File: config.mk
export PLATFORM = sky130hd
export DESIGN_NAME = dma_pcie_cfg_mgmt_master
export DESIGN_NICKNAME = d
export VERILOG_FILES = /design/src/rtl/dma_pcie_cfg_mgmt_pkg.sv /design/src/rtl/dma_pcie_cfg_mgmt_master.sv
export SDC_FILE = /design/constraint.sdc
export NUM_CORES = 1
export LEC_CHECK = 0
export CAP_MARGIN = 20
export CORE_UTILIZATION = 38
export DETAILED_ROUTE_END_ITERATION = 10
export PLACE_DENSITY_LB_ADDON = 0.3
export SKIP_CTS_REPAIR_TIMING = 1
export SLEW_MARGIN = 10
export SYNTH_ARGS = -nofsm -noshare
export SYNTH_HDL_FRONTEND = slang
export SYNTH_SLANG_ARGS = --single-unit
File: constraint.sdc
create_clock -name user_clk -period 2.3 [get_ports user_clk]
set_input_delay 0.46 -clock user_clk [delete_from_list [all_inputs] [get_ports user_clk]]
set_output_delay 0.46 -clock user_clk [all_outputs]
set_load 0.005 [all_outputs]
File: src/rtl/dma_pcie_cfg_mgmt_pkg.sv
// Shared types and constants for the PCIe cfg_mgmt master.
// Holds the FSM encoding and the cfg_mgmt field widths.
package dma_pcie_cfg_mgmt_pkg;

  typedef enum logic [1:0] {
    IDLE = 2'd0,
    WAIT = 2'd1,
    RESP = 2'd2
  } state_e;

  localparam int CFG_MGMT_ADDR_W = 10;
  localparam int FUNC_W          = 8;
  localparam int DATA_W          = 32;
  localparam int BE_W            = 4;

  localparam logic [DATA_W-1:0] RD_TIMEOUT_DATA = 32'hFFFF_FFFF;

endpackage

File: src/rtl/dma_pcie_cfg_mgmt_master.sv
// Serialises dword config-space requests onto the PCIe core cfg_mgmt port.
// Holds the strobe until done, with a timeout so a hung core cannot stall the register path.
module dma_pcie_cfg_mgmt_master
  import dma_pcie_cfg_mgmt_pkg::*;
#(
  parameter int TIMEOUT_CYCLES = 1024,
  parameter int ERR_CNT_W      = 16
) (
  input  logic                       user_clk,
  input  logic                       user_reset,
  input  logic                       req_vld,
  output logic                       req_rdy,
  input  logic                       req_wr,
  input  logic [CFG_MGMT_ADDR_W-1:0] req_addr,
  input  logic [FUNC_W-1:0]          req_func,
  input  logic [DATA_W-1:0]          req_wdata,
  input  logic [BE_W-1:0]            req_be,
  output logic                       rsp_vld,
  input  logic                       rsp_rdy,
  output logic [DATA_W-1:0]          rsp_rdata,
  output logic                       rsp_err,
  output logic [CFG_MGMT_ADDR_W-1:0] cfg_mgmt_addr,
  output logic [FUNC_W-1:0]          cfg_mgmt_function_number,
  output logic                       cfg_mgmt_write,
  output logic [DATA_W-1:0]          cfg_mgmt_write_data,
  output logic [BE_W-1:0]            cfg_mgmt_byte_enable,
  output logic                       cfg_mgmt_read,
  input  logic [DATA_W-1:0]          cfg_mgmt_read_data,
  input  logic                       cfg_mgmt_read_write_done,
  output logic                       busy,
  output logic [ERR_CNT_W-1:0]       err_cnt
);

  localparam int TMR_W = (TIMEOUT_CYCLES > 2) ? $clog2(TIMEOUT_CYCLES) : 1;
  localparam logic [TMR_W-1:0] TMR_LAST = TMR_W'(TIMEOUT_CYCLES - 1);

  state_e                       state_q, state_d;
  logic [TMR_W-1:0]             timer_q, timer_d;
  logic [CFG_MGMT_ADDR_W-1:0]   addr_d;
  logic [FUNC_W-1:0]            func_d;
  logic [DATA_W-1:0]            wdata_d;
  logic [BE_W-1:0]              be_d;
  logic                         wr_d, rd_d;
  logic                         rsp_vld_d, rsp_err_d;
  logic [DATA_W-1:0]            rsp_rdata_d;
  logic [ERR_CNT_W-1:0]         err_cnt_d;

  always_comb begin
    // NOTE: every signal driven here gets a default first, so no path leaves it unassigned and no latch is inferred.
    state_d     = state_q;
    timer_d     = timer_q;
    addr_d      = cfg_mgmt_addr;
    func_d      = cfg_mgmt_function_number;
    wdata_d     = cfg_mgmt_write_data;
    be_d        = cfg_mgmt_byte_enable;
    wr_d        = cfg_mgmt_write;
    rd_d        = cfg_mgmt_read;
    rsp_vld_d   = rsp_vld;
    rsp_rdata_d = rsp_rdata;
    rsp_err_d   = rsp_err;
    err_cnt_d   = err_cnt;

    unique case (state_q)
      IDLE: begin
        if (req_vld) begin
          addr_d  = req_addr;
          func_d  = req_func;
          wdata_d = req_wdata;
          // Reads carry no byte enables on cfg_mgmt.
          be_d    = req_wr ? req_be : '0;
          wr_d    = req_wr;
          rd_d    = !req_wr;
          timer_d = '0;
          state_d = WAIT;
        end
      end
      WAIT: begin
        timer_d = timer_q + 1'b1;
        // done is checked first so a completion landing on the last timer cycle is not an error.
        if (cfg_mgmt_read_write_done) begin
          wr_d        = 1'b0;
          rd_d        = 1'b0;
          rsp_vld_d   = 1'b1;
          rsp_rdata_d = cfg_mgmt_read ? cfg_mgmt_read_data : '0;
          rsp_err_d   = 1'b0;
          state_d     = RESP;
        end else if (timer_q == TMR_LAST) begin
          wr_d        = 1'b0;
          rd_d        = 1'b0;
          rsp_vld_d   = 1'b1;
          rsp_rdata_d = RD_TIMEOUT_DATA;
          rsp_err_d   = 1'b1;
          if (err_cnt != '1) err_cnt_d = err_cnt + 1'b1;
          state_d     = RESP;
        end
      end
      RESP: begin
        if (rsp_rdy) begin
          rsp_vld_d = 1'b0;
          state_d   = IDLE;
        end
      end
      default: state_d = IDLE;
    endcase
  end

  always_ff @(posedge user_clk) begin
    if (user_reset) begin
      state_q                  <= IDLE;
      timer_q                  <= '0;
      req_rdy                  <= 1'b1;
      busy                     <= 1'b0;
      cfg_mgmt_addr            <= '0;
      cfg_mgmt_function_number <= '0;
      cfg_mgmt_write_data      <= '0;
      cfg_mgmt_byte_enable     <= '0;
      cfg_mgmt_write           <= 1'b0;
      cfg_mgmt_read            <= 1'b0;
      rsp_vld                  <= 1'b0;
      rsp_rdata                <= '0;
      rsp_err                  <= 1'b0;
      err_cnt                  <= '0;
    end else begin
      // NOTE: non-blocking assignments so every flop updates from the same pre-edge values.
      state_q                  <= state_d;
      timer_q                  <= timer_d;
      req_rdy                  <= (state_d == IDLE);
      busy                     <= (state_d != IDLE);
      cfg_mgmt_addr            <= addr_d;
      cfg_mgmt_function_number <= func_d;
      cfg_mgmt_write_data      <= wdata_d;
      cfg_mgmt_byte_enable     <= be_d;
      cfg_mgmt_write           <= wr_d;
      cfg_mgmt_read            <= rd_d;
      rsp_vld                  <= rsp_vld_d;
      rsp_rdata                <= rsp_rdata_d;
      rsp_err                  <= rsp_err_d;
      err_cnt                  <= err_cnt_d;
    end
  end

endmodule

=== Word level (Yosys, flattened, before mapping) ===
Cells that the tools add are included.

* Bits in registers: 120
* Latch bits: 0
* Bits in writable memories: 0
* Memory bits (read-only): 0
* Input port bits: 92
* Output and inout port bits: 108
* Word-level logic and storage cells: 59
* Memories kept: 0

* $add $sub $neg: 2
* Multiply operators: 0
* Divide/modulo/power cells: 0
* Magnitude comparators: 0
* Eq/ne operators: 7
* Shift operators: 0
* Mux-type cells: 22
* Bitwise logic cells: 1
* Reduce and logical (&&, ||, !) cells: 13

{| class="wikitable"
|+ Operator list
! operator !! number
|-
| 32-bit 2-to-1 mux || 3
|-
| 10-bit case mux with 2 select lines || 1
|-
| 16-bit by 1-bit adder with 16-bit output (second input constant) || 1
|-
| 16-bit != test (second input constant) || 1
|-
| 10-bit by 1-bit adder with 10-bit output (second input constant) || 1
|-
| 10-bit equality test (second input constant) || 1
|-
| 10-bit 2-to-1 mux || 1
|-
| 1-bit 2-to-1 mux || 8
|-
| 2-bit 2-to-1 mux || 4
|-
| 2-bit nonzero test || 4
|-
| 1-bit case mux with 2 select lines || 3
|-
| 2-bit case mux with 3 select lines || 1
|-
| 2-bit AND reduction || 3
|-
| 3-bit AND reduction || 2
|-
| 2-bit zero test || 2
|-
| 4-bit 2-to-1 mux || 1
|-
| 2-bit != test (second input constant) || 2
|-
| 4-bit AND reduction || 1
|-
| 3-bit != test (second input constant) || 1
|-
| 2-bit by 1-bit equality test with 1-bit output (second input constant) || 1
|-
| 2-bit equality test (second input constant) || 1
|-
| 1-bit zero test || 1
|-
| 1-bit inverter || 1
|}

=== Longest topological paths before layout ===
Gate-level depths: netlist of run 1.

* Depth in word-level cells: 5
* Mapped depth: 7
* Gate-level depth less buffers: 5

=== Worst setup path before layout of run 1 ===
Ideal clock, no wire load.

* Path type: input to register
* Start point: input cfg_mgmt_read_write_done
* End point: register err_cnt[13]
* Setup time: 0.121 ns
* Arrival: 2.192 ns
* Data required time: 2.179 ns
* Path slack: -0.013 ns
* Cell stages on the path: 6
* Path buffers: 2
* Path through: or3b_1 -> or4_1 -> buf_2 -> buf_6 -> nor4_1 -> mux2_2

* Cells in the longest elaborated chain, start to end: 2

{| class="wikitable"
|+ RTL lines
! what !! RTL line !! source
|-
| from (decl) || dma_pcie_cfg_mgmt_master.sv:29 || <nowiki>input logic cfg_mgmt_read_write_done,</nowiki>
|-
| 1-bit inverter (no source line) || n/a ||
|-
| 4-bit AND reduction (no source line) || n/a ||
|-
| to (signal assigned) || dma_pcie_cfg_mgmt_master.sv:138 || <nowiki>err_cnt <= err_cnt_d;</nowiki>
|-
| to (decl) || dma_pcie_cfg_mgmt_master.sv:31 || <nowiki>output logic [ERR_CNT_W-1:0] err_cnt</nowiki>
|}

Every way passes these cells.
A chain may end at the register's enable or synchronous reset.

=== Worst setup path in the final report of run 1 ===
* Start point: register state_q[1]
* End point: register err_cnt[3]

* Cells in the longest elaborated chain, start to end: 2

{| class="wikitable"
|+ RTL lines
! what !! RTL line !! source
|-
| from (decl) || dma_pcie_cfg_mgmt_master.sv:37 || <nowiki>state_e state_q, state_d;</nowiki>
|-
| from (signal assigned) || dma_pcie_cfg_mgmt_master.sv:125 || <nowiki>state_q <= state_d;</nowiki>
|-
| 2-bit by 1-bit equality test with 1-bit output || dma_pcie_cfg_mgmt_master.sv:63 || <nowiki>unique case (state_q)</nowiki>
|-
| 4-bit AND reduction (no source line) || n/a ||
|}

Every way passes these cells.

==> flow_metrics.env, run 1 <==
export IMPL_outcome="completed"
export IMPL_worst_path_buf_inv=1
export IMPL_slew_headroom=0.6243
export IMPL_synth_async_reset_ratio=0
export IMPL_drtAntennaViolNets=0
export IMPL_synthMuxAreaShare=0.02846
export IMPL_dr_total_vias=4740
export IMPL_rsz0062_at_grt="no"
export IMPL_dp_hpwl_um=9126
export IMPL_max_freq_mhz=462.0
export IMPL_drt_pass1_iterations=4
export IMPL_grt_antenna_before_repair=0
export IMPL_synth_compound_area_frac=0.1847
export IMPL_clock_sinks=120
export IMPL_worstHoldPathType="reg2reg"
export IMPL_synth_ff_latch_count=120
export IMPL_setup_worst_path_end_class="flop"
export IMPL_die_width_um=113.8
export IMPL_leakage_nw=2.725
export IMPL_layout_commonest_cell="clkdlybuf4s50_1"
export IMPL_synthFlopType="dfxtp_1"
export IMPL_cts_tree="yes"
export IMPL_holdWs_ns=0.4507
export IMPL_tightestPinTransition_ns=0.5623
export IMPL_global_route_wire_length_before_repair_um=21250
export IMPL_synthXorXnorAreaFrac=0
export IMPL_netlist_instances=578
export IMPL_wp_data_arrival_ns=2.49
export IMPL_final_layout_size_suffix_gt1_frac=0.09499
export IMPL_power_w=0.005301
export IMPL_start_util=0.3920
export IMPL_layout_worst_path_cycle_share=0.9411
export IMPL_fin_skew_ns=0.007375
export IMPL_overflow=0
export IMPL_setup_viol=0
export IMPL_sequence_of_cells_on_the_critical_path="or3b_1 -> or4_4 -> buf_4 -> or4_1 -> a21oi_1"
export IMPL_cp_max_fo=7
export IMPL_detailedRoute_firstIterationViolations=372
export IMPL_critical_path_top_delay_family="simple AND/OR/NAND/NOR gates"
export IMPL_post_drt_via_cell_ratio=5.005
export IMPL_synthesis_nets=672
export IMPL_cts_htree_levels=4
export IMPL_flow_area_growth_from_synthesis_pct=59.16
export IMPL_dieArea_sq_um=12950
export IMPL_netlist_cell_type_count=39
export IMPL_yosysTopAreaCellShare=0.5059
export IMPL_yosys_warnings=0
export IMPL_cts_root_buffer="clkbuf_16"
export IMPL_core_region_area_sq_um=12110
export IMPL_post_route_drc_count=0
export IMPL_grt_pass1_vias=4459
export IMPL_postRouteWirelength_um=13190
export IMPL_layoutNonFillerInstCount=947
export IMPL_tns_ns=0
export IMPL_antennaDiodeCount=0
export IMPL_worst_ir_drop_vdd_mv=0.5628
export IMPL_period_minus_slack_ns=2.164
export IMPL_clk_latency_ns=0.40
export IMPL_io_pins=200
export IMPL_yosysTopAreaCell="dfxtp_1"
export IMPL_synth_edff_count=0
export IMPL_cts_clk_slew_worst_paths_ns=0.05
export IMPL_netlist_area_sq_um=4748
export IMPL_finish_net_count=863
export IMPL_critical_path_class="reg2reg"
export IMPL_num_rows=40
export IMPL_post_synth_and_or_nand_nor_area_fraction=0.2364
export IMPL_timing_final_hold_violations=0
export IMPL_required_ns=2.63
export IMPL_critPathSlowestCell="or4_4"
export IMPL_final_fill_count=1058
export IMPL_synthesized_area_fraction_occupied_by_adder_cells=0.005270
export IMPL_routabilityCongestion=0.7895
export IMPL_grt_use_total=0.2079
export IMPL_postSynthAreaPerCell_sq_um=8.215
export IMPL_maximum_number_of_pins_on_one_net_before_global_route_repair=52
export IMPL_worst_setup_path_start_kind="flop"
export IMPL_synth_top_family_by_area="simple AND/OR/NAND/NOR gates"
export IMPL_portBuffers=199
export IMPL_cts_buffers=17
export IMPL_cts_path_max_buffers=2
export IMPL_drv_slew=0
export IMPL_layout_cells_most_common_list="clkdlybuf4s50_1 (197), nand2_1 (154), dfxtp_1 (120)"
export IMPL_wire_per_inst_um=13.93
export IMPL_die_height_um=113.8
export IMPL_synth_top_cells_by_area="dfxtp_1 (51%), nand2_1 (12%), a21oi_1 (11%), o21a_1 (5.2%), mux2_2 (2.8%)"
export IMPL_p_per_area_nw_per_um2=701.4
export IMPL_cp_slowest_stage_delay_ns=0.58
export IMPL_sequential_area_share_after_synthesis=0.5059
export IMPL_maxCapViolCount=0
export IMPL_postLayoutCoreUtil=0.6240
export IMPL_post_place_cells=917
-- synthesized netlist by cell type, types with 2 or more instances --
library cell    n
nand4_1         9
a21oi_1       102
a31oi_1         2
dfxtp_1       120
or2_2           2
buf_1           7
nand3b_1        2
or3b_2          3
o21a_1         33
and2_1          3
nor3_1          4
and4_1          3
nor2_1         21
or4_1           7
inv_1           3
o31ai_1         5
buf_2           2
nor2b_1         8
ha_1            2
nand3_1        15
o21ai_0         4
clkbuf_1       34
nor3b_1         2
nor4_1          6
nand2_1       154
mux2_2         12
-- registers in the layout, indices dropped and copies added, names as in the netlist --
register and count:
busy 1, cfg_mgmt_addr 10, cfg_mgmt_byte_enable 4, cfg_mgmt_function_number 8
cfg_mgmt_read 1, cfg_mgmt_write 1, cfg_mgmt_write_data 32, err_cnt 16
req_rdy 1, rsp_err 1, rsp_rdata 32, rsp_vld 1
state_q 2, timer_q 10
-- tightest hold or removal path, stage by stage, from the launching register on --
cell     delay, ns
dfxtp_1       0.30
nand2_1       0.05
a21oi_1       0.05
-- routing by layer --
metal | vias to the layer above | part of all wire | track usage
met4 | 0 | 0.016 | 0.09264
met2 | 141 | 0.50 | 0.3476
li1 | 2365 | - | -
met3 | 17 | 0.066 | 0.06801
met1 | 2217 | 0.41 | 0.2433
met5 | - | 0 | 0
-- final timing paths --
check / start / endpoint / slack, ns / cells after the start
worst max-delay path: state_q[1] / err_cnt[3] / 0.14 / 5
worst min-delay path: cfg_mgmt_write_data[30] / cfg_mgmt_write_data[30] / 0.45 / 2
worst max register to register: state_q[1] / err_cnt[3] / 0.14 / 5
worst min register to register: cfg_mgmt_write_data[30] / cfg_mgmt_write_data[30] / 0.45 / 2
-- area by class of cell --
type / instances / area, sq um / area share
clock buffers: 26 / 519.2 / 0.06871
repair buffers: 216 / 2162 / 0.2861
clock inverters: 3 / 15.01 / 0.001987
multi-input cells: 411 / 2237 / 0.2960
flip-flops and latches: 120 / 2402 / 0.3179
inverters: 3 / 11.26 / 0.001490
well taps: 168 / 210.2 / 0.02781
-- logic make-up (layout without fill, tap and decap cells) --
kind of cell / after synthesis / count (layout)
and+or+nand+nor: 246 / 246
muxes: 12 / 12
adders and majority gates: 2 / 2
DFF: 120 / 120
buffers and inverters: 47 / 248
AOI/OAI and AO/OA: 151 / 151
-- per-stage QoR --
step                      instance area, sq um  setup slack, ns
after floorplan                           4748         -0.01264
after global placement                    6919          -0.5201
after detailed placement                  6919          -0.5471
after CTS                                 7453          -0.1334
after global routing                      7557          0.03478
final                                     7557           0.1356
-- power by group --
group | internal (W) | switching (W) | total (W)
clock | 0.00152 | 0.000855 | 0.00238
combinational | 0.000399 | 0.000283 | 0.000681
sequential | 0.00219 | 0.0000523 | 0.00224
total | 0.00411 | 0.00119 | 0.00530
No activity file was read; power rests on OpenSTA's default activity.
==> run 2, diff against run 1 <==
Settings changed: CORE_ASPECT_RATIO from default to 2, REMOVE_ABC_BUFFERS from default to 1.
==> flow_metrics.env, run 2 (synthesis results as in run 1) <==
export IMPL_setup_worst_path_end_class="flop"
export IMPL_cts_path_max_buffers=2
export IMPL_cp_max_fo=5
export IMPL_portBuffers=199
export IMPL_antennaDiodeCount=0
export IMPL_timing_critical_path_mode_cell="or4_4"
export IMPL_drv_slew=0
export IMPL_setup_slack_ns=0.04721
export IMPL_layout_commonest_cell="clkdlybuf4s50_1"
export IMPL_final_cell_area_sq_um=7669
export IMPL_post_place_cells=903
export IMPL_grt_antenna_before_repair=0
export IMPL_worst_r2r_setup_slack_ns=0.05
export IMPL_core_region_area_sq_um=12200
export IMPL_detailedRoute_firstIterationViolations=165
export IMPL_routabilityCongestion=0.8025
export IMPL_required_ns=2.61
export IMPL_min_path_cells=2
export IMPL_clock_sinks=120
export IMPL_final_layout_size_suffix_gt1_frac=0.1052
export IMPL_cts_htree_levels=4
export IMPL_worstHoldPathType="reg2reg"
export IMPL_layout_worst_path_cycle_share=0.9795
export IMPL_global_route_wire_length_before_repair_um=22170
export IMPL_finish_net_count=870
export IMPL_setup_viol=0
export IMPL_cts_clk_slew_worst_paths_ns=0.06
export IMPL_slew_headroom=0.6597
export IMPL_layoutNonFillerInstCount=936
export IMPL_clk_latency_ns=0.40
export IMPL_worst_r2r_endpoint="err_cnt[14]"
export IMPL_cts_buffers=17
export IMPL_tightestPinTransition_ns=0.5094
export IMPL_placement_cell_area_sq_um=6995
export IMPL_io_pins=200
export IMPL_sequence_of_cells_on_the_critical_path="or3b_1 -> or4_4 -> buf_8 -> or4_4 -> a221oi_2"
export IMPL_flow_area_growth_from_synthesis_pct=61.50
export IMPL_worstReg2RegStart="state_q[0]"
export IMPL_p_per_area_nw_per_um2=755.9
export IMPL_wp_data_arrival_ns=2.57
export IMPL_layout_cells_most_common_list="clkdlybuf4s50_1 (197), nand2_1 (154), dfxtp_1 (119)"
export IMPL_outcome="completed"
export IMPL_dieArea_sq_um=12970
export IMPL_cts_tree="yes"
export IMPL_critPathSlowestCell="or4_4"
export IMPL_cp_slowest_stage_delay_ns=0.55
export IMPL_wire_per_inst_um=15.13
export IMPL_post_drt_via_cell_ratio=5.212
export IMPL_dp_hpwl_um=10180
export IMPL_worst_path_buf_inv=1
export IMPL_timing_reg2reg_worst_path_depth=5
export IMPL_dr_total_vias=4878
export IMPL_die_height_um=160.1
export IMPL_grt_use_total=0.2207
export IMPL_overflow=0
export IMPL_final_fill_count=1046
export IMPL_timing_final_hold_violations=0
export IMPL_cp_depth=5
export IMPL_drt_pass1_iterations=4
export IMPL_top_registers="cfg_mgmt_write_data x32, rsp_rdata x32, err_cnt x16"
export IMPL_detailedPlace_worstSlack_ns=-0.5829
export IMPL_worst_ir_drop_vdd_mv=0.6172
export IMPL_die_width_um=81.04
export IMPL_post_route_drc_count=0
export IMPL_postRouteWirelength_um=14160
export IMPL_grt_pass1_vias=4689
export IMPL_worst_setup_path_start_kind="flop"
export IMPL_maxCapViolCount=0
export IMPL_timing_hold_worst_start="cfg_mgmt_addr[8]"
export IMPL_maximum_number_of_pins_on_one_net_before_global_route_repair=51
export IMPL_critical_path_top_delay_family="simple AND/OR/NAND/NOR gates"
export IMPL_critical_path_class="reg2reg"
export IMPL_leakage_nw=2.780
export IMPL_drtAntennaViolNets=0
export IMPL_rsz0062_at_grt="no"
export IMPL_tns_ns=0
export IMPL_period_minus_slack_ns=2.253
export IMPL_num_rows=57
export IMPL_cts_root_buffer="clkbuf_16"
export IMPL_start_util=0.3894
export IMPL_max_freq_mhz=443.9
export IMPL_min_delay_worst_endpoint="cfg_mgmt_addr[8]"
export IMPL_fin_skew_ns=0.009118
==> run 2: changes by cell type in the layout (fill, tap and decap cells not counted), moves of 4 or more <==
cell	before	now
clkinvlp_4	0	5
nor4_1	0	5
bufinv_16	0	4
clkbuf_8	6	2
==> run 2: worst max-delay path by stage <==
| stage | from | endpoint | slack (ns) |
|---|---|---|---|
| floorplan | req_vld | timer_q[6] | -1.92 |
| global placement | cfg_mgmt_read_write_done | err_cnt[9] | -0.55 |
| detailed placement | cfg_mgmt_read_write_done | err_cnt[14] | -0.58 |
| CTS | cfg_mgmt_read_write_done | err_cnt[5] | -0.17 |
| global route | state_q[0] | err_cnt[9] | 0.01 |
| finish | state_q[0] | err_cnt[14] | 0.05 |
==> run 2: area by class of cell <==
class                      count  area, sq um  share of cell area
multi-input combinational    411         2185              0.2849
timing repair buffer         223         2240              0.2921
sequential                   120         2404              0.3134
clock buffer                  19        452.9             0.05906
clock inverter                13        192.7             0.02513
tap                          147        183.9             0.02398
inverter                       3        11.26            0.001468
==> run 2: report_power, final <==
group / switching (W) / leakage (nW) / internal, W / total, W
Combinational: 0.000289 / 1.50 / 0.000414 / 0.000703
Sequential: 0.0000522 / 0.980 / 0.00219 / 0.00224
Clock: 0.000974 / 0.299 / 0.00188 / 0.00286
==> run 2: worst register-to-register path: cells and delay by family, from the launching register on <==
kind                   cells  cell delay, ns
AO/OA/AOI/OAI              1            0.26
flip-flops                 1            0.32
AND/OR/NAND/NOR            3            1.43
buffers and inverters      1            0.16
==> run 2: routing by layer <==
metal | part of all wire | routed length [um] | track usage
met4 | 0.028 | 395 | 0.09659
met2 | 0.56 | 7926 | 0.4121
met3 | 0.063 | 892 | 0.06971
met5 | 0 | 0 | 0
met1 | 0.35 | 4945 | 0.2096
==> run 2: stage by stage <==
stage / hold WS [ns] / power, W / util
finish: 0.4507 / 0.005797 / 0.6288
global route: 0.4689 / 0.006018 / 0.6288
CTS: 0.4524 / 0.005860 / 0.6266
detailed placement: 0.4454 / 0.002988 / 0.5736
global placement: 0.4386 / 0.002965 / 0.5736
floorplan: 0.4419 / 0.002497 / -
==> run 3, diff against run 2 <==
--- a/config.mk
+++ b/config.mk
@@ -14,3 +14,3 @@
 export SKIP_CTS_REPAIR_TIMING = 1
-export SLEW_MARGIN = 10
+export SLEW_MARGIN = 20
 export SYNTH_ARGS = -nofsm -noshare
==> constraint.sdc (replaced) <==
create_clock -name user_clk -period 2.3 [get_ports user_clk]
set_input_delay 0.23 -clock user_clk [delete_from_list [all_inputs] [get_ports user_clk]]
set_output_delay 0.23 -clock user_clk [all_outputs]
set_load 0.005 [all_outputs]
==> flow_metrics.env, run 3 (synthesis results as in run 1) <==
export IMPL_period_minus_slack_ns=2.288
export IMPL_wire_per_inst_um=15.20
export IMPL_comb_power_share=0.126
export IMPL_sequence_of_cells_on_the_critical_path="or3b_4 -> or4_4 -> buf_8 -> buf_12 -> or4_4 -> a21oi_2"
export IMPL_total_switching_power_w=0.001313
export IMPL_grt_use_total=0.2181
export IMPL_start_util=0.3894
export IMPL_slew_headroom=0.6134
export IMPL_core_region_area_sq_um=12200
export IMPL_final_fill_count=1014
export IMPL_cp_slowest_stage_delay_ns=0.57
export IMPL_timing_final_hold_violations=0
export IMPL_critical_path_class="reg2reg"
export IMPL_wp_data_arrival_ns=2.62
export IMPL_worst_ir_drop_vdd_mv=0.6954
export IMPL_critical_path_top_delay_family="simple AND/OR/NAND/NOR gates"
export IMPL_postLayoutCoreUtil=0.6276
export IMPL_clock_sinks=120
export IMPL_num_rows=57
export IMPL_min_delay_worst_endpoint="cfg_mgmt_write_data[2]"
export IMPL_netSwitchingFraction=0.2369
export IMPL_die_width_um=81.04
export IMPL_worst_setup_path_start_kind="flop"
export IMPL_p_per_area_nw_per_um2=724.1
export IMPL_cts_htree_levels=4
export IMPL_drv_slew=0
export IMPL_postRouteWirelength_um=14220
export IMPL_timing_critical_path_mode_cell="or4_4"
export IMPL_timing_hold_worst_start="user_reset"
export IMPL_flow_area_growth_from_synthesis_pct=61.19
export IMPL_worst_path_buf_inv=2
export IMPL_final_layout_size_suffix_gt1_frac=0.1142
export IMPL_leakage_nw=2.760
export IMPL_dr_total_vias=4899
export IMPL_holdWs_ns=0.2656
export IMPL_grt_antenna_before_repair=0
export IMPL_worst_r2r_setup_slack_ns=0.01
export IMPL_layout_worst_path_cycle_share=0.9948
export IMPL_power_sequential_fraction=0.405
export IMPL_tns_ns=0
export IMPL_die_height_um=160.1
export IMPL_max_freq_mhz=437.1
export IMPL_required_ns=2.64
export IMPL_min_path_cells=2
export IMPL_cp_max_fo=8
export IMPL_worstReg2RegStart="state_q[1]"
export IMPL_top_registers="cfg_mgmt_write_data x32, rsp_rdata x32, err_cnt x16"
export IMPL_layout_cells_most_common_list="clkdlybuf4s50_1 (198), nand2_1 (154), dfxtp_1 (118)"
export IMPL_cp_depth=6
export IMPL_post_route_drc_count=0
export IMPL_drt_pass1_iterations=4
export IMPL_finish_net_count=869
export IMPL_grt_pass1_vias=4843
export IMPL_worstHoldPathType="in2reg"
export IMPL_outcome="completed"
export IMPL_fin_skew_ns=0.01445
export IMPL_post_drt_via_cell_ratio=5.240
export IMPL_cts_tree="yes"
export IMPL_antennaDiodeCount=0
export IMPL_clockPowerShare=0.469
export IMPL_cts_root_buffer="clkbuf_16"
export IMPL_setup_viol=0
export IMPL_dieArea_sq_um=12970
export IMPL_dp_hpwl_um=10190
export IMPL_worst_r2r_endpoint="err_cnt[7]"
export IMPL_clk_latency_ns=0.41
export IMPL_layout_commonest_cell="clkdlybuf4s50_1"
export IMPL_io_pins=200
export IMPL_routabilityCongestion=0.8238
export IMPL_critPathSlowestCell="or4_4"
export IMPL_p_int_w=0.004229
export IMPL_multiInputGateArea_sq_um=2215
export IMPL_cts_clk_slew_worst_paths_ns=0.06
export IMPL_timing_reg2reg_worst_path_depth=6
export IMPL_global_route_wire_length_before_repair_um=21780
export IMPL_portBuffers=199
export IMPL_regArea_sq_um=2405
export IMPL_maximum_number_of_pins_on_one_net_before_global_route_repair=55
export IMPL_setup_worst_path_end_class="flop"
export IMPL_power_w=0.005542
export IMPL_cts_path_max_buffers=2
export IMPL_detailedRoute_firstIterationViolations=212
export IMPL_cts_buffers=17
export IMPL_overflow=0
export IMPL_drtAntennaViolNets=0
export IMPL_tightestPinTransition_ns=0.5726
export IMPL_maxCapViolCount=0
## run 3: layer usage
| metal | wire, um | vias to the layer above | global-route usage |
|---|---|---|---|
| li1 | - | 2379 | - |
| met1 | 4949 | 2279 | 0.1951 |
| met2 | 7878 | 196 | 0.4083 |
| met3 | 780 | 45 | 0.06057 |
| met4 | 606 | 0 | 0.1323 |
| met5 | 0 | - | 0 |
## run 3: through the flow
step / worst slack (ns) / area, sq um / instances
2_1_floorplan: -1.832 / 4573 / 534
3_3_place_gp: -0.3279 / 6980 / 901
3_5_place_dp: -0.3701 / 6980 / 901
4_1_cts: -0.04446 / 7570 / 933
5_1_grt: -0.01251 / 7654 / 935
6_report: 0.01204 / 7654 / 935
## run 3: worst max-delay path by stage
stage / start / endpoint / slack [ns]
finish: state_q[1] / err_cnt[7] / 0.01
CTS: state_q[1] / err_cnt[9] / -0.04
global route: state_q[0] / err_cnt[5] / -0.01
global placement: cfg_mgmt_read_write_done / err_cnt[14] / -0.33
detailed placement: cfg_mgmt_read_write_done / err_cnt[7] / -0.37
floorplan: state_q[0] / timer_q[6] / -1.83
## run 3: power by group through the flow
stage	combinational, W	sequential, W	clock, W
2_1_floorplan	0.000202	0.00229	0
3_3_place_gp	0.000686	0.00228	0
3_5_place_dp	0.000699	0.00229	0
4_1_cts	0.000702	0.00224	0.00267
5_1_grt	0.000762	0.00225	0.00276
6_report	0.000701	0.00224	0.00260
## run 3: cell type report
cell class	count	area share
clock inverters	13	0.01913
inverters	3	0.001471
flip-flops and latches	120	0.3142
clock buffers	19	0.05787
repair buffers	222	0.2939
well taps	147	0.02403
multi-input cells	411	0.2894
